### src/rtl/instruction_fetch_unit.sv
// Instruction fetch unit: holds the PC, fetches one word per instruction over a
// req/ack handshake, presents it to decode and advances the PC by the decoder
// increment or by a pending control-unit redirect.
// Optional feature: IFU_MISALIGN_TRAP_EN makes a misaligned PC fault in REQ
// instead of being silently aligned on mem_addr.
module instruction_fetch_unit #(
  parameter logic [31:0] RESET_PC    = 32'h0000_0000,
  parameter int unsigned ACK_TIMEOUT = 15
) (
  input  logic        soc_clk,
  input  logic        reset,
  output logic        mem_req,
  output logic [31:0] mem_addr,
  input  logic [31:0] mem_rdata,
  input  logic        mem_ack,
  output logic [31:0] instruction,
  output logic        Fetch_ready,
  input  logic        IDU_ready,
  input  logic [31:0] pc_increment,
  input  logic        redirect_valid,
  input  logic [31:0] redirect_target,
  input  logic        halt_req,
  output logic [31:0] pc,
  output logic        fetch_fault,
  output logic        halted
);

  typedef enum logic [2:0] {
    S_IDLE,
    S_REQ,
    S_WAIT,
    S_HOLD,
    S_ADVANCE,
    S_HALT
  } state_t;

  localparam logic [7:0] LAST_WAIT = 8'(ACK_TIMEOUT - 1);

  state_t      state, state_next;
  logic [7:0]  wait_cnt;
  logic        redir_pend;
  logic [31:0] redir_tgt;
  logic        halt_pend;
  logic        timeout_hit;
  logic        misalign_hit;
  logic [31:0] next_pc;

`ifdef IFU_MISALIGN_TRAP_EN
  assign mem_addr = pc;
`else
  assign mem_addr = {pc[31:2], 2'b00};
`endif

  // State register
  always_ff @(posedge soc_clk or negedge reset) begin
    if (!reset) state <= S_IDLE;
    else        state <= state_next;
  end

  // Next-state decode and per-state outputs
  always_comb begin
    state_next   = state;
    mem_req      = 1'b0;
    Fetch_ready  = 1'b0;
    halted       = 1'b0;
    timeout_hit  = 1'b0;
    misalign_hit = 1'b0;
    case (state)
      S_IDLE: state_next = S_REQ;
      S_REQ: begin
`ifdef IFU_MISALIGN_TRAP_EN
        if (pc[1:0] != 2'b00) begin
          misalign_hit = 1'b1;
          state_next   = S_HALT;
        end else begin
          mem_req    = 1'b1;
          state_next = S_WAIT;
        end
`else
        mem_req    = 1'b1;
        state_next = S_WAIT;
`endif
      end
      S_WAIT: begin
        // An ack on the last allowed cycle still wins over the timeout
        if (mem_ack) begin
          state_next = S_HOLD;
        end else if (wait_cnt == LAST_WAIT) begin
          timeout_hit = 1'b1;
          state_next  = S_HALT;
        end
      end
      S_HOLD: begin
        Fetch_ready = 1'b1;
        if (IDU_ready) state_next = S_ADVANCE;
      end
      S_ADVANCE: state_next = (halt_pend || halt_req) ? S_HALT : S_REQ;
      S_HALT:    halted = 1'b1;
      default:   state_next = S_IDLE;
    endcase
  end

  // Redirect strobe in the ADVANCE cycle itself beats any older pending target
  always_comb begin
    next_pc = pc + pc_increment;
    if (redirect_valid)  next_pc = redirect_target;
    else if (redir_pend) next_pc = redir_tgt;
  end

  // PC, instruction latch, wait counter, pending flags and sticky fault
  always_ff @(posedge soc_clk or negedge reset) begin
    if (!reset) begin
      pc          <= RESET_PC;
      instruction <= '0;
      wait_cnt    <= '0;
      redir_pend  <= 1'b0;
      redir_tgt   <= '0;
      halt_pend   <= 1'b0;
      fetch_fault <= 1'b0;
    end else begin
      halt_pend   <= halt_pend | halt_req;
      fetch_fault <= fetch_fault | timeout_hit | misalign_hit;

      if (state == S_REQ) wait_cnt <= '0;
      else if (state == S_WAIT && !mem_ack) wait_cnt <= wait_cnt + 8'd1;

      if (state == S_WAIT && mem_ack) instruction <= mem_rdata;

      if (state == S_ADVANCE) begin
        pc         <= next_pc;
        redir_pend <= 1'b0;
      end else if (state != S_HALT && redirect_valid) begin
        redir_pend <= 1'b1;
        redir_tgt  <= redirect_target;
      end
    end
  end

endmodule

### config.mk
export PLATFORM = sky130hd
export DESIGN_NAME = instruction_fetch_unit
export DESIGN_NICKNAME = d
export VERILOG_FILES = /design/src/rtl/instruction_fetch_unit.sv
export SDC_FILE = /design/constraint.sdc
export NUM_CORES = 1
export LEC_CHECK = 0
export BUFFER_PORTS_ARGS = -buffer_cell sky130_fd_sc_hd__buf_2
export CAP_MARGIN = 15
export CORE_AREA = 5 5 120 207
export DETAILED_ROUTE_END_ITERATION = 8
export DIE_AREA = 0 0 125 212
export MAX_ROUTING_LAYER = met4
export PLACE_DENSITY = 0.52
export SLEW_MARGIN = 10
export SYNTH_ARGS = -nofsm -noshare
export SYNTH_HDL_FRONTEND = slang
export SYNTH_SLANG_ARGS = --single-unit
### constraint.sdc
create_clock -name soc_clk -period 8.2 [get_ports soc_clk]
set_input_delay 1.64 -clock soc_clk [delete_from_list [all_inputs] [get_ports soc_clk]]
set_output_delay 1.64 -clock soc_clk [all_outputs]
set_load 0.01 [all_outputs]
==> impl_results.md <==
- Antenna violations before repair: 3
- CTS Buffer Depth: 2
- Number of global-route vias before repair: 6,032
- DR DRC count: 0
- LEAKAGE: 3.77 nW
- Net Sw Frac: 0.447
- GRT Util Overall: 0.168
- Yosys Warn Count: 0
- CTS tree: done
- R2R Path End: pc[26]$_DFFE_PN0P_
- Final ANT Viol Nets: 0
- Post-synth EDFFs: 0
- Worst Path Required: 8.51 ns
- Max H-tree Level: 3
- Crit start category: input pin
- Placed insts: 1,121
- CTS resizes: 0
- Critical Path AT: 4.22 ns
- Synth-to-Final Area Change: 20.0%
- Final min period: 3.92 ns
- FF/Latch Area: 2750 um^2
- CP max stage cell: fa_1
- Worst setup path endpoint: pc[26]$_DFFE_PN0P_
- Synth Register Bits: 110
- Post-Layout Cell Count: 1,138
- Total CTS buffers: 9
- Most common cell on crit path: a21o_1
- Initial core utilization: 0.293
- Clock Power Share: 0.136
- Die Span Y: 212 um
- Drt via density: 4.99
- Core area: 23,100 um^2
- Start point of the worst hold path: halt_pend$_DFF_PN0_
- CTS Hold Bufs: 0
- Setup ws final: 4.28 ns
- Max_cap viols: 0
- Number of I/O port buffers: 199
- Distinct cell type count after synthesis: 67
- Clock transition at path regs: 0.08 ns
- Clk Latency, worst-skew pair: 0.38 ns
- Setup TNS: 0 ns
- DPL Wire Length: 16,300 um
- Slew headroom: 0.205
- Top_reg_cell synth: dfrtp_1
- Worst-Margin Slew: 1.18 ns
- Fin nets: 964
- Fin util: 0.351
- Pin count of the biggest net entering global routing: 75
- 1st-pass router iterations: 4
- Design Area, Final: 8100 um^2
- Largest stage delay, worst path: 0.42 ns
- Crit path kind: in2reg
- Mapped cell area: 6750 um^2
- Hold WC Path Type: reg2reg
- Post-Syn Area per Cell: 10.0 um^2
- Routability congestion estimate: 0.946
- CTS Root Cell: clkbuf_16
- Asr flop ratio synth: 1.00
- FF-to-FF Start: pc[0]$_DFFE_PN0P_
- Pre-CTS setup slack: 3.91 ns
- # IOs: 202
- Critical Path End Type: flip-flop
- Power per cell area: 392 nW/um^2
- Initial DRC count: 222
- FF-to-FF path depth: 10
- Syn Inst Count: 673
- Clock sink count: 110
- Peak supply drop: 193 uV
- Flop-to-flop setup slack: 5.22 ns
- Final Cycle Share: 0.478
- Max frequency: 255 MHz
- Critical path startpoint: pc_increment[0]
- Crit path cell chain: buf_2 > ha_1 > fa_1 > a21o_1 > a21o_1 > a211oi_1 > o21a_1 > o31ai_4 > a21oi_2 > mux2_1 > a21oi_1
- Power Total: 3.18 mW
- RSZ-0062 raised after global routing: false
- Final Skew: 0.0147 ns
- Setup violators final: 0
- Overflow after GRT: 0
- Max Slew Vio Count: 0
- Register share of total power: 0.308
- Via count: 5,675
- Multi-input gate area: 3590 um^2
- WL per Instance: 18.9 um
- Hold path cells: 2
- First-pass GRT wire length: 33,700 um
- Sw power: 1.42 mW
- Status: finished clean
- Post-CTS setup repair buffer count: 0
- Final Hold Fails: 0
- Core Rows: 74
- CP max FO: 5
- Drt total wl: 21,500 um
- Die area: 26,500 um^2
- Fillcell total: 2,383
- Share of cells above drive strength 1: 0.377
- Die X: 125 um
- Post-DP Area: 7820 um^2
- Internal Power: 1.76 mW
- Sequential element share of the synthesized area: 0.408
- Worst hold margin: 0.444 ns
- Combinational power share: 0.556
cells in the final DEF, fill, tap and decap left out, types with 8 or more instances in the layout:
master and n:
buf_2 198, dfrtp_1 110, mux2_2 64, nand2_1 51
o21ai_0 47, nor2_1 46, a21oi_1 36, ha_1 33
xor2_1 20, a21o_1 19, o22ai_1 12, nand3_1 11
inv_1 10, a31oi_1 10, a211oi_1 9, nand4_1 9
a221oi_1 9, clkbuf_16 9, buf_4 9, xnor2_1 8
cell usage after synthesis, drive strengths merged (2+ instances only):
cell / n / area [um^2]
clkbuf: 20 / 75.1
a2111oi: 2 / 30.0
or2: 2 / 12.5
o211a: 2 / 20.0
buf: 44 / 300
o21ai: 54 / 282
o22ai: 12 / 75.1
a211oi: 13 / 133
a31oi: 11 / 75.1
o221ai: 2 / 23.8
a221o: 3 / 30.0
nand3: 13 / 75.1
nand4: 9 / 56.3
a311oi: 2 / 17.5
a41o: 2 / 20.0
a21oi: 40 / 215
or3: 7 / 43.8
and2: 2 / 12.5
xor2: 20 / 175
nor2b: 5 / 31.3
mux2: 65 / 732
nand2: 51 / 191
o211ai: 8 / 65.1
nand2b: 6 / 37.5
dfrtp: 110 / 2750
a21o: 20 / 151
ha: 33 / 413
o21a: 3 / 22.5
o31ai: 3 / 36.3
and3: 4 / 26.3
a21boi: 3 / 22.5
nor2: 47 / 176
xnor2: 8 / 70.1
nand3b: 3 / 22.5
nor3: 8 / 50.1
mux2i: 5 / 50.1
inv: 10 / 37.5
a221oi: 9 / 78.8
cell families after synthesis:
logic type	after synthesis	share of synthesized area
flops	110	0.408
mux	70	0.116
simple gates	161	0.114
xor+xnor	28	0.0363
buf+inv	75	0.0617
other cells	1	0.000556
fa+ha+maj	34	0.0641
compound gates	194	0.200
flip-flops by register name, summed over array words and instances, names as in the netlist:
signal	count
instruction	32
pc	32
redir_tgt	32
wait_cnt	8
state	3
fetch_fault	1
halt_pend	1
redir_pend	1
layout make-up:
type,count,area share
Inverter,11,0.00510
Timing Repair Buffer,207,0.131
Antenna cell,2,0.000618
Clock inverter,5,0.00541
Sequential cell,110,0.340
Multi-Input combinational cell,489,0.443
Clock buffer,10,0.0283
Tap cell,304,0.0469
per-layer routing:
| layer | track usage | routed length, um | up-vias |
|---|---|---|---|
| met3 | 0.0251 | 590 | 31 |
| met4 | 0.0767 | 675 | 0 |
| met2 | 0.320 | 12200 | 120 |
| li1 | - | - | 2740 |
| met1 | 0.167 | 7950 | 2784 |
| met5 | - | 0 | - |
critical path, delay by kind of cell:
kind	cells	cell delay, ns
AO/OA/AOI/OAI	7	1.48
adder cells (fa/ha/maj)	2	0.66
buffers and inverters	1	0.10
multiplexers	1	0.33
power by group through the flow:
stage	registers, mW	clock network [mW]	logic, mW
3_5_place_dp	0.994	0	1.78
2_1_floorplan	1.02	0	1.24
5_1_grt	1.02	0.468	1.95
3_3_place_gp	0.985	0	1.77
4_1_cts	0.985	0.454	1.79
6_report	0.977	0.433	1.77
worst min path at each step:
| stage | to | slack [ns] |
|---|---|---|
| CTS | halt_pend$_DFF_PN0_ | 0.45 |
| finish | halt_pend$_DFF_PN0_ | 0.44 |
| floorplan | halt_pend$_DFF_PN0_ | 0.41 |
| detailed placement | halt_pend$_DFF_PN0_ | 0.43 |
| global route | halt_pend$_DFF_PN0_ | 0.49 |
| global placement | halt_pend$_DFF_PN0_ | 0.43 |
(Power assumes the default switching activity.)
